## config.mk

```make
export PLATFORM = sky130hd
export DESIGN_NAME = mem_access_unit
export DESIGN_NICKNAME = d
export VERILOG_FILES = /design/src/rtl/mips_pkg.sv /design/src/rtl/load_align.sv /design/src/rtl/mem_access_unit.sv
export SDC_FILE = /design/constraint.sdc
export NUM_CORES = 1
export LEC_CHECK = 0
export BUFFER_PORTS_ARGS = -buffer_cell sky130_fd_sc_hd__buf_2
export CAP_MARGIN = 20
export CORE_MARGIN = 1.5
export CORE_UTILIZATION = 48
export CTS_CLUSTER_SIZE = 30
export DETAILED_ROUTE_END_ITERATION = 10
export HOLD_SLACK_MARGIN = 0.15
export PLACE_DENSITY = 0.77
export SYNTH_ARGS = -nofsm -noshare
export SYNTH_HDL_FRONTEND = slang
export SYNTH_SLANG_ARGS = --single-unit
```

## constraint.sdc

```tcl
create_clock -name clk -period 5.3 [get_ports clk]
set_input_delay 0.265 -clock clk [delete_from_list [all_inputs] [get_ports clk]]
set_output_delay 0.265 -clock clk [all_outputs]
set_load 0.02 [all_outputs]
```

## src/rtl/mips_pkg.sv

```systemverilog
// Shared command encodings, state type and decode helpers for the
// memory-stage access engine.
package mips_pkg;

  localparam logic [1:0] MW_NONE = 2'b00;
  localparam logic [1:0] MW_SW   = 2'b01;
  localparam logic [1:0] MW_SB   = 2'b10;
  localparam logic [1:0] MW_SD   = 2'b11;

  localparam logic [1:0] LT_W    = 2'b00;
  localparam logic [1:0] LT_LBU  = 2'b01;
  localparam logic [1:0] LT_LB   = 2'b10;

  typedef enum logic [1:0] {
    IDLE  = 2'd0,
    BEAT0 = 2'd1,
    BEAT1 = 2'd2,
    RESP  = 2'd3
  } mau_state_t;

  typedef struct packed {
    logic [1:0] memwrite;
    logic [1:0] ltype;
    logic       dtype;
  } mau_cmd_t;

  function automatic logic cmd_is_load(mau_cmd_t c);
    return c.memwrite == MW_NONE;
  endfunction

  function automatic logic cmd_is_dword(mau_cmd_t c);
    return (c.memwrite == MW_SD) || (cmd_is_load(c) && c.dtype);
  endfunction

  function automatic logic cmd_is_byte(mau_cmd_t c);
    return (c.memwrite == MW_SB) ||
           (cmd_is_load(c) && !c.dtype && (c.ltype == LT_LB || c.ltype == LT_LBU));
  endfunction

  // Byte accesses never fault; doublewords need 8-byte, everything else 4-byte alignment.
  function automatic logic cmd_misaligned(mau_cmd_t c, logic [2:0] a);
    if (cmd_is_dword(c)) return a != 3'b000;
    if (!cmd_is_byte(c)) return a[1:0] != 2'b00;
    return 1'b0;
  endfunction

endpackage

```

## src/rtl/load_align.sv

```systemverilog
// Picks the addressed byte lane (or the whole word) out of a 32-bit bus
// word and sign/zero extends it to the datapath width.
module load_align
  import mips_pkg::*;
#(
  parameter int DW = 64
) (
  input  logic [31:0]   word,
  input  logic [1:0]    lane,
  input  logic [1:0]    ltype,
  output logic [DW-1:0] result
);

  logic [7:0] lane_byte;

  always_comb begin
    lane_byte = word[{lane, 3'b000} +: 8];
    case (ltype)
      LT_LB:   result = {{(DW-8){lane_byte[7]}}, lane_byte};
      LT_LBU:  result = {{(DW-8){1'b0}}, lane_byte};
      default: result = {{(DW-32){word[31]}}, word};
    endcase
  end

endmodule

```

## src/rtl/mem_access_unit.sv

```systemverilog
// Memory-stage access engine: runs one or two 32-bit bus beats per load/store
// command and hands back aligned, extended load data with a done pulse.
module mem_access_unit
  import mips_pkg::*;
#(
  parameter int AW = 32,
  parameter int DW = 64
) (
  input  logic          clk,
  input  logic          reset,
  input  logic          req,
  input  logic [1:0]    memwrite,
  input  logic [1:0]    ltype,
  input  logic          dtype,
  input  logic [AW-1:0] addr,
  input  logic [DW-1:0] wdata,
  output logic [DW-1:0] rdata,
  output logic          done,
  output logic          err,
  output logic          busy,
  output logic          mem_req,
  output logic          mem_we,
  output logic [AW-1:0] mem_addr,
  output logic [3:0]    mem_be,
  output logic [31:0]   mem_wdata,
  input  logic [31:0]   mem_rdata,
  input  logic          mem_ack
);

  mau_state_t    state;
  mau_cmd_t      cmd;
  mau_cmd_t      new_cmd;
  logic          new_misaligned;
  logic [AW-1:0] addr_q;
  logic [DW-1:0] wdata_q;
  logic [31:0]   lo_word;
  logic          err_q;
  logic [DW-1:0] aligned;
  logic          is_load;
  logic          is_dword;
  logic          is_byte;
  logic [AW-1:0] base;

  assign new_cmd        = '{memwrite: memwrite, ltype: ltype, dtype: dtype};
  assign new_misaligned = cmd_misaligned(new_cmd, addr[2:0]);

  assign is_load  = cmd_is_load(cmd);
  assign is_dword = cmd_is_dword(cmd);
  assign is_byte  = cmd_is_byte(cmd);
  assign base     = {addr_q[AW-1:2], 2'b00};

  load_align #(.DW(DW)) u_load_align (
    .word   (mem_rdata),
    .lane   (addr_q[1:0]),
    .ltype  (cmd.ltype),
    .result (aligned)
  );

  // rdata only moves on the final beat of a load; stores and faults keep the old value.
  always_ff @(posedge clk or posedge reset) begin
    if (reset) begin
      state   <= IDLE;
      cmd     <= '0;
      addr_q  <= '0;
      wdata_q <= '0;
      lo_word <= '0;
      err_q   <= 1'b0;
      rdata   <= '0;
    end else begin
      case (state)
        IDLE: begin
          if (req) begin
            cmd     <= new_cmd;
            addr_q  <= addr;
            wdata_q <= wdata;
            err_q   <= new_misaligned;
            state   <= new_misaligned ? RESP : BEAT0;
          end
        end
        BEAT0: begin
          if (mem_ack) begin
            if (is_dword) begin
              lo_word <= mem_rdata;
              state   <= BEAT1;
            end else begin
              if (is_load) rdata <= aligned;
              state <= RESP;
            end
          end
        end
        BEAT1: begin
          if (mem_ack) begin
            if (is_load) rdata <= DW'({mem_rdata, lo_word});
            state <= RESP;
          end
        end
        RESP:    state <= IDLE;
        default: state <= IDLE;
      endcase
    end
  end

  assign busy = state != IDLE;
  assign done = state == RESP;
  assign err  = done && err_q;

  // Bus signals are pure decodes of state, so an async reset drops mem_req at once.
  always_comb begin
    mem_req   = (state == BEAT0) || (state == BEAT1);
    mem_we    = mem_req && !is_load;
    mem_addr  = '0;
    mem_be    = 4'b0000;
    mem_wdata = 32'h0;
    if (mem_req) begin
      mem_addr = (state == BEAT1) ? base + AW'(4) : base;
      mem_be   = is_byte ? (4'b0001 << addr_q[1:0]) : 4'b1111;
      if (mem_we) begin
        case (cmd.memwrite)
          MW_SB:   mem_wdata = {4{wdata_q[7:0]}};
          MW_SD:   mem_wdata = (state == BEAT1) ? wdata_q[63:32] : wdata_q[31:0];
          default: mem_wdata = wdata_q[31:0];
        endcase
      end
    end
  end

endmodule
```

==> flow_metrics.py, run 1 <==
metrics = {
    "run_status": {
        "run_status": "complete, no violations",
    },
    "clock_network": {
        "htree_num_levels": 4,
        "tritoncts_clock_tree": "built",
        "clk_path_buf_depth": 2,
        "clkTransAtPathRegs_ns": 0.07,
        "cts_resized": 0,
        "postCtsSetupBuffers": 0,
        "insertion_delay_ns": 0.44,
        "numCtsBuffers": 17,
        "tritoncts_num_sinks": 200,
        "root_buffer_selected_by_cts": "clkbuf_16",
        "cts_hold_buf": 127,
    },
    "synthesis": {
        "post_synth_most_frequent_cells": "dfrtp_1 (200), mux2_2 (140), o21ai_0 (96)",
        "post-synth-top-area-cell": "dfrtp_1",
        "asyncSetResetFlopFracSynth": 1.00,
        "yosys.cell_count.top_type": "dfrtp_1",
        "synth.yosys.seq_area_share": 0.515,
        "synth_flop_cell": "dfrtp_1",
        "synth_xor_xnor_area_share": 0.00902,
        "synth_top_family_by_area": "multiplexers",
        "synth-edff-count": 0,
        "synth_cell_type_count": 50,
        "synth.area.mux_share": 0.177,
        "compound_cell_area_share_of_the_yosys_netlist": 0.133,
        "post_synthesis_area_per_instance_um2": 10.5,
        "dominant_cells_by_area_after_synthesis": "dfrtp_1 (52%), mux2_2 (16%), o21ai_0 (4.9%)",
        "synthCells": 923,
        "synth.yosys.warnings": 0,
        "mappedNetlistArea_mm2": 0.00971,
        "post_synth_fa_ha_maj_area_fraction": 0.0103,
        "post_synth_and_or_nand_nor_area_fraction": 0.117,
        "post-synth-top-area-fraction": 0.515,
        "synth-seq-cells": 200,
    },
    "die": {
        "core_mm2": 0.0197,
        "effective_utilization_at_floorplan": 0.494,
        "die_height_um": 145,
        "fp.dieArea_mm2": 0.0211,
        "rows": 51,
        "design.portCount": 274,
        "die_w_um": 145,
    },
    "sta": {
        "setup-violations-final": 0,
        "slew_headroom": 0.294,
        "timing_hold_violations_final": 0,
        "slew_viol_final": 0,
        "fin_worst_skew_ns": 0.0131,
        "max_freq_mhz": 249,
        "totalNegativeSetupSlack_ns": 0,
        "worstMarginPinSlew_ns": 1.05,
        "setup_ws_ns": 1.28,
        "unrepaired_setup_endpoints_after_global_routing": "false",
        "min_period_ns": 4.02,
        "layout_worst_path_cycle_share": 0.759,
    },
    "drt": {
        "via_per_inst": 5.73,
        "drt_pass1_iterations": 5,
        "antenna_violating_nets_post_route": 0,
        "remaining_drc_errors": 0,
        "drt-wirelength-per-cell_um": 19.1,
        "first_iter_violations": 628,
        "routed_wirelength_um": 29700,
        "via_count": 8929,
    },
    "global_route": {
        "grt_max_degree": 121,
        "grt_first_pass_wirelength_um": 47700,
        "grt_antenna_before_repair": 0,
        "first_global_vias": 8908,
        "grt.total_usage": 0.283,
        "globalRoute.totalOverflow": 0,
    },
    "critical_path": {
        "r2r_start": "state[0]",
        "worst-endpoint-arrival_ns": 3.76,
        "path_cells": "inv_1, ha_1, nand2_1, or4_1, or4_1, a21oi_1, buf_2",
        "worstRegToRegCells": 8,
        "critPathMaxFanout": 20,
        "cp.required_ns": 5.04,
        "worst_setup_path_end_kind": "output pin",
        "crit_path_start_kind": "flip-flop",
        "worst_setup_path_startpoint": "state[0]",
        "reg2reg_setup_slack_ns": 2.07,
        "critical_register_to_register_path_endpoint": "rdata[38]",
        "timing_worst_setup_path_type": "reg2out",
        "library_cell_contributing_the_largest_single_delay_on_the_critical_path": "or4_1",
        "critical_path.max_stage_delay_ns": 0.87,
        "timing.critical_path.mode_cell": "or4_1",
    },
    "min_path": {
        "worst_hold_path_type": "in2reg",
        "endpoint_with_the_worst_hold_slack": "lo_word[23]",
        "holdPathStages": 2,
        "beginning_of_the_worst_hold_path": "mem_rdata[23]",
    },
    "cells_and_area": {
        "fill_cells": 1467,
        "syn_to_final_growth_pct": 35.2,
        "antenna_cells_inserted": 0,
        "layout.core_utilization": 0.668,
        "nets": 1426,
        "drive_gt1_frac": 0.359,
    },
    "power_and_ir_drop": {
        "static-leakage-power_nw": 5.96,
        "pwrdens_mw_per_mm2": 655,
        "vdd_drop_max_v": 0.000370,
    },
    "placed_design": {
        "place_ws_ns": 1.77,
        "gpl.final_weighted_congestion": 0.843,
        "number_of_i_o_port_buffers": 271,
        "dp.final_hpwl_um": 18500,
    },
    "run": {
        "max_cap_violations": 0,
    },
}
==> routing by layer <==
layer / GRT usage / vias up / part of all wire
met5: 0 / - / 0
met4: 0.145 / 0 / 0.044
met3: 0.0623 / 109 / 0.078
met2: 0.455 / 484 / 0.48
met1: 0.360 / 4290 / 0.40
li1: - / 4046 / -
==> how the worst max path moves through the flow <==
stage,slack (ns),to,depth (start not counted)
after CTS,1.29,mem_addr[30],7
after floorplan,2.45,addr_q[0],1
after global placement,1.82,rdata[41],7
after detailed placement,1.77,mem_addr[30],7
after global routing,1.05,mem_addr[30],7
final,1.28,mem_addr[30],7
==> worst max-delay path, delay by kind of cell (launching register included) <==
kind / cells / cell delay [ns]
and+or+nand+nor: 3 / 1.69
adders and majority gates: 1 / 0.68
DFF: 1 / 0.40
buffers and inverters: 2 / 0.36
AOI/OAI and AO/OA: 1 / 0.18
==> sequential cells by signal (all words and copies together) (netlist names) <==
register and count:
wdata_q 64, lo_word 32, cmd 5, err_q 1, rdata 64, addr_q 32
state 2
==> cell families (layout without fill, tap and decap cells) <==
| group | after synthesis | after routing |
|---|---|---|
| AOI/OAI and AO/OA | 228 | 228 |
| xor gates and xnor gates | 10 | 10 |
| adders and majority gates | 8 | 8 |
| buffers and inverters | 88 | 458 |
| DFF | 200 | 200 |
| muxes | 153 | 153 |
| other | 1 | 2 |
| and+or+nand+nor | 235 | 235 |
==> per-stage QoR <==
step / total power [mW] / hold WS, ns / area [µm²] / std cells
2_1_floorplan: 5.71 / 0.416 / 9720 / 924
3_3_place_gp: 6.94 / 0.458 / 11200 / 1397
3_5_place_dp: 7.06 / 0.472 / 11200 / 1398
4_1_cts: 8.47 / 0.152 / 13100 / 1557
5_1_grt: 9.11 / 0.154 / 13100 / 1559
6_report: 8.60 / 0.165 / 13100 / 1559
==> report_power, final <==
part | internal [mW] | switching, mW
clock | 0.709 | 0.620
combinational | 1.70 | 2.67
sequential | 2.29 | 0.615
==> final cells by class <==
| class | instances | area [µm²] | area share |
|---|---|---|---|
| Tap cell | 265 | 332 | 0.0253 |
| Inverter | 17 | 67.6 | 0.00515 |
| Sequential cell | 200 | 5000 | 0.381 |
| Multi-Input combinational cell | 636 | 4350 | 0.332 |
| Timing Repair Buffer | 409 | 2780 | 0.211 |
| Clock buffer | 18 | 429 | 0.0327 |
| Clock inverter | 14 | 163 | 0.0124 |
==> placed cells by master (no fill, tap or decap), types with 9 or more instances in the layout <==
cell type and instances:
clkbuf_16 17, nand3_1 9, a21oi_1 71, dlygate4sd3_1 127
o31ai_1 11, dfrtp_1 200, nor2_1 60, nor3_1 70
mux2i_1 12, o22ai_1 24, mux2_2 140, inv_1 15
nand2_1 47, or4_1 13, buf_2 271, o21ai_0 96
Note: power is estimated with default switching activity, not from simulation.
==> run 2: changes to the inputs <==
--- a/config.mk
+++ b/config.mk
@@ -8,11 +8,11 @@
 export BUFFER_PORTS_ARGS = -buffer_cell sky130_fd_sc_hd__buf_2
 export CAP_MARGIN = 20
 export CORE_MARGIN = 1.5
-export CORE_UTILIZATION = 48
+export CORE_UTILIZATION = 53
 export CTS_CLUSTER_SIZE = 30
 export DETAILED_ROUTE_END_ITERATION = 10
 export HOLD_SLACK_MARGIN = 0.15
-export PLACE_DENSITY = 0.77
+export PLACE_DENSITY = 0.81
 export SYNTH_ARGS = -nofsm -noshare
 export SYNTH_HDL_FRONTEND = slang
 export SYNTH_SLANG_ARGS = --single-unit
==> constraint.sdc (replaced) <==
create_clock -name clk -period 4.1 [get_ports clk]
set_input_delay 0.205 -clock clk [delete_from_list [all_inputs] [get_ports clk]]
set_output_delay 0.205 -clock clk [all_outputs]
set_load 0.02 [all_outputs]
==> run 2 against run 1 <==
Cell area is 0.27% lower. Combinational power grew 30%. Clock-buffer cell count rose by 2. Sequential power up 30%. Global-route usage rose by 3.5 points. Sequential share of layout area rose by 0.10 points. Clock power grew 23%. Worst hold slack gained 0.041 ns. Sequential cell count is the same. Largest power group unchanged. Highest routed layer unchanged.
==> flow_metrics.py, run 2 (same netlist as run 1, synthesis figures left out) <==
metrics = {
    "power_and_ir_drop": {
        "switching_power_mw": 5.07,
        "share_comb_of_total_power": 0.514,
        "netSwitchingFraction": 0.457,
        "power_frac_clock": 0.146,
        "static-leakage-power_nw": 5.98,
        "power_internal_mw": 6.03,
        "vdd_drop_max_v": 0.000581,
        "sequentialPowerShare": 0.340,
        "pwrdens_mw_per_mm2": 848,
    },
    "global_route": {
        "top_usage_layer": "met2",
        "grt_antenna_before_repair": 1,
        "first_global_vias": 9256,
        "grt_first_pass_wirelength_um": 48500,
        "grt_util_met3": 0.0793,
        "met1_usage": 0.384,
        "grt.total_usage": 0.318,
        "grt_max_degree": 78,
        "globalRoute.totalOverflow": 0,
        "grtUsageMet2": 0.534,
    },
    "clock_network": {
        "tritoncts_num_sinks": 200,
        "postCtsSetupBuffers": 0,
        "numCtsBuffers": 17,
        "clkTransAtPathRegs_ns": 0.07,
        "root_buffer_selected_by_cts": "clkbuf_16",
        "cts_hold_buf": 134,
        "insertion_delay_ns": 0.43,
        "tritoncts_clock_tree": "built",
        "cts_resized": 0,
        "clk_path_buf_depth": 2,
        "htree_num_levels": 4,
    },
    "die": {
        "core_mm2": 0.0180,
        "design.portCount": 274,
        "die_height_um": 138,
        "fp.dieArea_mm2": 0.0191,
        "effective_utilization_at_floorplan": 0.541,
        "rows": 49,
        "die_w_um": 138,
    },
    "sta": {
        "slew_viol_final": 0,
        "totalNegativeSetupSlack_ns": 0,
        "layout_worst_path_cycle_share": 0.862,
        "setup-violations-final": 0,
        "timing_hold_violations_final": 0,
        "fin_worst_skew_ns": 0.00734,
        "min_period_ns": 3.54,
        "max_freq_mhz": 283,
        "setup_ws_ns": 0.564,
        "slew_headroom": 0.331,
        "unrepaired_setup_endpoints_after_global_routing": "false",
        "worstMarginPinSlew_ns": 1.00,
    },
    "drt": {
        "routed_wirelength_um": 30500,
        "via_count": 9106,
        "first_iter_violations": 701,
        "drt-wirelength-per-cell_um": 19.9,
        "antenna_violating_nets_post_route": 0,
        "drt_pass1_iterations": 8,
        "remaining_drc_errors": 0,
        "via_per_inst": 5.94,
    },
    "cells_and_area": {
        "fill_cells": 1198,
        "syn_to_final_growth_pct": 34.8,
        "final_common_cell": "buf_2",
        "layout.cells.most_common_list": "buf_2 (271), dfrtp_1 (200), mux2_2 (140)",
        "finalNonFillerCells": 1533,
        "nets": 1437,
        "drive_gt1_frac": 0.358,
        "layout.core_utilization": 0.729,
        "reg_top3": "rdata (64), wdata_q (64)",
    },
    "placed_design": {
        "place_ws_ns": 1.06,
        "gpl.final_weighted_congestion": 0.858,
        "dp.cells": 1368,
        "number_of_i_o_port_buffers": 271,
        "dp.final_hpwl_um": 18600,
    },
    "critical_path": {
        "worst_setup_path_startpoint": "state[0]",
        "worst-endpoint-arrival_ns": 3.33,
        "cp.required_ns": 3.89,
        "critical_path.max_stage_delay_ns": 0.81,
        "r2r_start": "state[0]",
        "critPathMaxFanout": 20,
        "timing.critical_path.mode_cell": "or4_1",
        "library_cell_contributing_the_largest_single_delay_on_the_critical_path": "or4_1",
        "timing_worst_setup_path_type": "reg2out",
        "path_cells": "inv_1, ha_1, buf_4, nand2_1, or4_1, or4_1, a21oi_1, buf_2",
        "crit_path_start_kind": "flip-flop",
        "worst_setup_path_end_kind": "output pin",
    },
    "run": {
        "max_cap_violations": 0,
    },
    "min_path": {
        "worst_hold_path_type": "in2async",
    },
    "run_status": {
        "run_status": "complete, no violations",
    },
}
## run 2: cell types whose count changed in the layout (fill, tap and decap cells not counted), moves of 2 or more
cell | before | now
clkinv_4 | 2 | 4
buf_4 | 7 | 14
clkbuf_8 | 0 | 2
inv_6 | 4 | 1
inv_8 | 2 | 0
dlygate4sd3_1 | 127 | 134
buf_16 | 2 | 0
## run 2: final cells by class
cell class | count | area (µm²) | share of cell area
Inverter | 17 | 67.6 | 0.00516
Tap cell | 229 | 287 | 0.0219
Clock inverter | 10 | 98.8 | 0.00755
Clock buffer | 20 | 457 | 0.0349
Multi-Input combinational cell | 636 | 4350 | 0.332
Sequential cell | 200 | 5000 | 0.382
Antenna cell | 1 | 2.50 | 0.000191
Timing Repair Buffer | 420 | 2820 | 0.216
## run 2: per-stage QoR
stage               total power, mW  hold WS (ns)  instance area (µm²)
finish                         11.1         0.207                13100
global route                   11.7         0.224                13100
CTS                            10.9         0.186                13100
detailed placement             9.18        0.0957                11200
global placement               8.97        0.0965                11200
floorplan                      7.39         0.356                 9720
## run 2: per-layer routing
metal  routed length, µm  vias up
met3                2440       98
met1               11600     4459
li1                    -     4064
met2               15100      485
met4                1300        0
met5                   0        -
## run 2: power by group through the flow
stage                     Clock, mW  Combinational, mW  Sequential, mW
after floorplan                   0               3.54            3.85
after global placement            0               5.30            3.67
after detailed placement          0               5.45            3.73
after CTS                      1.63               5.57            3.70
after global routing           1.72               6.12            3.88
final                          1.63               5.70            3.77
## run 2: critical path: cells and delay by family, from the launching register on
kind / cells / cell delay (ns)
compound gates: 1 / 0.15
fa+ha+maj: 1 / 0.17
flops: 1 / 0.41
simple gates: 3 / 1.57
buf+inv: 3 / 0.59
## run 2: worst paths after layout
check                      slack [ns]  cells past startpoint           end
min                              0.21                      3   wdata_q[41]
max in group asynchronous        2.88                      4   lo_word[10]
min reg2reg                      0.48                      2     rdata[18]
max                              0.56                      8  mem_addr[20]
min in group clk                 0.24                      3      state[0]
max reg2reg                      1.37                      8     rdata[57]
==> run 3: changes to the inputs <==
--- a/config.mk
+++ b/config.mk
@@ -8,11 +8,10 @@
 export BUFFER_PORTS_ARGS = -buffer_cell sky130_fd_sc_hd__buf_2
 export CAP_MARGIN = 20
 export CORE_MARGIN = 1.5
-export CORE_UTILIZATION = 53
+export CORE_UTILIZATION = 25
 export CTS_CLUSTER_SIZE = 30
 export DETAILED_ROUTE_END_ITERATION = 10
 export HOLD_SLACK_MARGIN = 0.15
-export PLACE_DENSITY = 0.81
 export SYNTH_ARGS = -nofsm -noshare
 export SYNTH_HDL_FRONTEND = slang
 export SYNTH_SLANG_ARGS = --single-unit
==> run 3 against run 2 <==
Critical path depth decreased by 1. Routed wire length rose by 9.7%. Sequential power decreased by 2%.
==> flow_metrics.py, run 3 (same netlist as run 1, synthesis figures left out) <==
metrics = {
    "drt": {
        "via_count": 8683,
        "drt_pass1_iterations": 4,
        "first_iter_violations": 435,
        "drt-wirelength-per-cell_um": 18.3,
        "remaining_drc_errors": 0,
        "via_per_inst": 4.76,
        "antenna_violating_nets_post_route": 0,
        "routed_wirelength_um": 33400,
    },
    "critical_path": {
        "worstSetupEndpoint": "mem_addr[24]",
        "timing_worst_setup_path_type": "reg2out",
        "critical_register_to_register_path_endpoint": "rdata[59]",
        "worst_setup_path_startpoint": "state[0]",
        "r2r_start": "state[0]",
        "reg2reg_setup_slack_ns": 1.30,
        "crit_path_start_kind": "flip-flop",
        "worst_setup_path_end_kind": "output pin",
        "critPathMaxFanout": 18,
        "worstRegToRegCells": 8,
        "worst-endpoint-arrival_ns": 3.45,
        "cp.required_ns": 3.89,
    },
    "clock_network": {
        "htree_num_levels": 4,
        "insertion_delay_ns": 0.45,
        "tritoncts_num_sinks": 200,
        "root_buffer_selected_by_cts": "clkbuf_16",
        "numCtsBuffers": 17,
        "tritoncts_clock_tree": "built",
        "postCtsSetupBuffers": 0,
        "cts_resized": 0,
        "clk_path_buf_depth": 2,
        "clkTransAtPathRegs_ns": 0.08,
        "cts_hold_buf": 134,
    },
    "global_route": {
        "grt_first_pass_wirelength_um": 50700,
        "top_usage_layer": "met2",
        "first_global_vias": 8764,
        "globalRoute.totalOverflow": 0,
        "grtUsageMet2": 0.276,
        "grt_max_degree": 123,
        "grt_antenna_before_repair": 4,
        "met1_usage": 0.215,
        "grt.total_usage": 0.167,
        "grt_util_met3": 0.0363,
    },
    "run_status": {
        "run_status": "complete, no violations",
    },
    "sta": {
        "final.hold.worst_slack_ns": 0.256,
        "min_period_ns": 3.66,
        "setup-violations-final": 0,
        "slew_headroom": 0.301,
        "timing_hold_violations_final": 0,
        "worstMarginPinSlew_ns": 1.05,
        "fin_worst_skew_ns": 0.0153,
        "totalNegativeSetupSlack_ns": 0,
        "unrepaired_setup_endpoints_after_global_routing": "false",
        "layout_worst_path_cycle_share": 0.892,
        "slew_viol_final": 0,
        "max_freq_mhz": 273,
    },
    "cells_and_area": {
        "nets": 1436,
        "layout.cells.most_common_list": "buf_2 (271), dfrtp_1 (200), mux2_2 (140)",
        "area_taken_by_multi_input_logic_gates_mm2": 0.00436,
        "final_design_area_no_fill_mm2": 0.0135,
        "reg_top3": "rdata (64), wdata_q (64)",
        "final_common_cell": "buf_2",
        "syn_to_final_growth_pct": 39.3,
        "drive_gt1_frac": 0.359,
        "fill_cells": 3897,
        "ff_latch_area_mm2": 0.00500,
    },
    "placed_design": {
        "gpl.final_weighted_congestion": 0.793,
        "dpl_cell_area_mm2": 0.0116,
        "number_of_i_o_port_buffers": 271,
        "dp.final_hpwl_um": 22700,
    },
    "power_and_ir_drop": {
        "power_internal_mw": 6.04,
        "switching_power_mw": 5.13,
        "static-leakage-power_nw": 6.00,
        "sequentialPowerShare": 0.332,
        "netSwitchingFraction": 0.459,
        "vdd_drop_max_v": 0.000525,
        "pwrdens_mw_per_mm2": 826,
        "share_comb_of_total_power": 0.512,
        "power_frac_clock": 0.156,
        "total_power_mw": 11.2,
    },
    "die": {
        "design.portCount": 274,
        "rows": 72,
        "effective_utilization_at_floorplan": 0.252,
        "core_mm2": 0.0385,
        "die_height_um": 200,
        "fp.dieArea_mm2": 0.0400,
        "die_w_um": 200,
    },
    "run": {
        "max_cap_violations": 0,
    },
    "min_path": {
        "worst_hold_path_type": "in2reg",
    },
}
-- run 3: cell count changes in the layout (fill, tap and decap cells not counted), moves of 3 or more --
| cell | delta |
|---|---|
| inv_6 | +5 |
| buf_4 | -4 |
| clkinv_4 | -4 |
| diode_2 | +3 |
| inv_8 | +3 |
-- run 3: power groups by stage --
stage | combinational [mW] | clock, mW | sequential (mW)
CTS | 5.76 | 1.81 | 3.71
floorplan | 3.54 | 0 | 3.85
global placement | 5.57 | 0 | 3.71
finish | 5.72 | 1.75 | 3.71
global route | 6.29 | 1.89 | 3.85
detailed placement | 5.63 | 0 | 3.74
-- run 3: cell type report --
type / instances / share of cell area
Multi-Input combinational cell: 636 / 0.322
Timing Repair Buffer: 419 / 0.211
Clock buffer: 19 / 0.0320
Antenna cell: 4 / 0.000740
Sequential cell: 200 / 0.370
Clock inverter: 13 / 0.0116
Tap cell: 518 / 0.0479
Inverter: 17 / 0.00499
-- run 3: worst min-delay path by stage --
stage	start	end	slack, ns	depth (start not counted)
2_1_floorplan	addr[31]	addr_q[31]	0.36	1
3_3_place_gp	reset	wdata_q[61]	0.33	2
3_5_place_dp	reset	wdata_q[59]	0.33	2
4_1_cts	mem_ack	state[0]	0.22	3
5_1_grt	mem_ack	state[0]	0.24	3
6_report	mem_ack	state[0]	0.26	3
-- run 3: per-layer routing --
metal / wire length [µm] / vias up
li1: - / 4068
met1: 14900 / 4305
met2: 15900 / 269
met3: 1790 / 39
met4: 814 / 2
met5: 14 / -
-- run 3: critical path: stages (launching register included) --
cell and delay [ns]:
dfrtp_1 0.42, inv_1 0.15, ha_1 0.34, nand2_1 0.17
or4_1 0.84, nor4_1 0.56, mux2i_1 0.31, buf_2 0.21
-- run 3: metrics by stage --
step           utilization  worst slack [ns]  cells
2_1_floorplan            -              1.31    924
3_3_place_gp         0.300             0.983   1654
3_5_place_dp         0.300             0.935   1654
4_1_cts              0.350             0.425   1820
5_1_grt              0.352             0.220   1825
6_report             0.352             0.444   1826
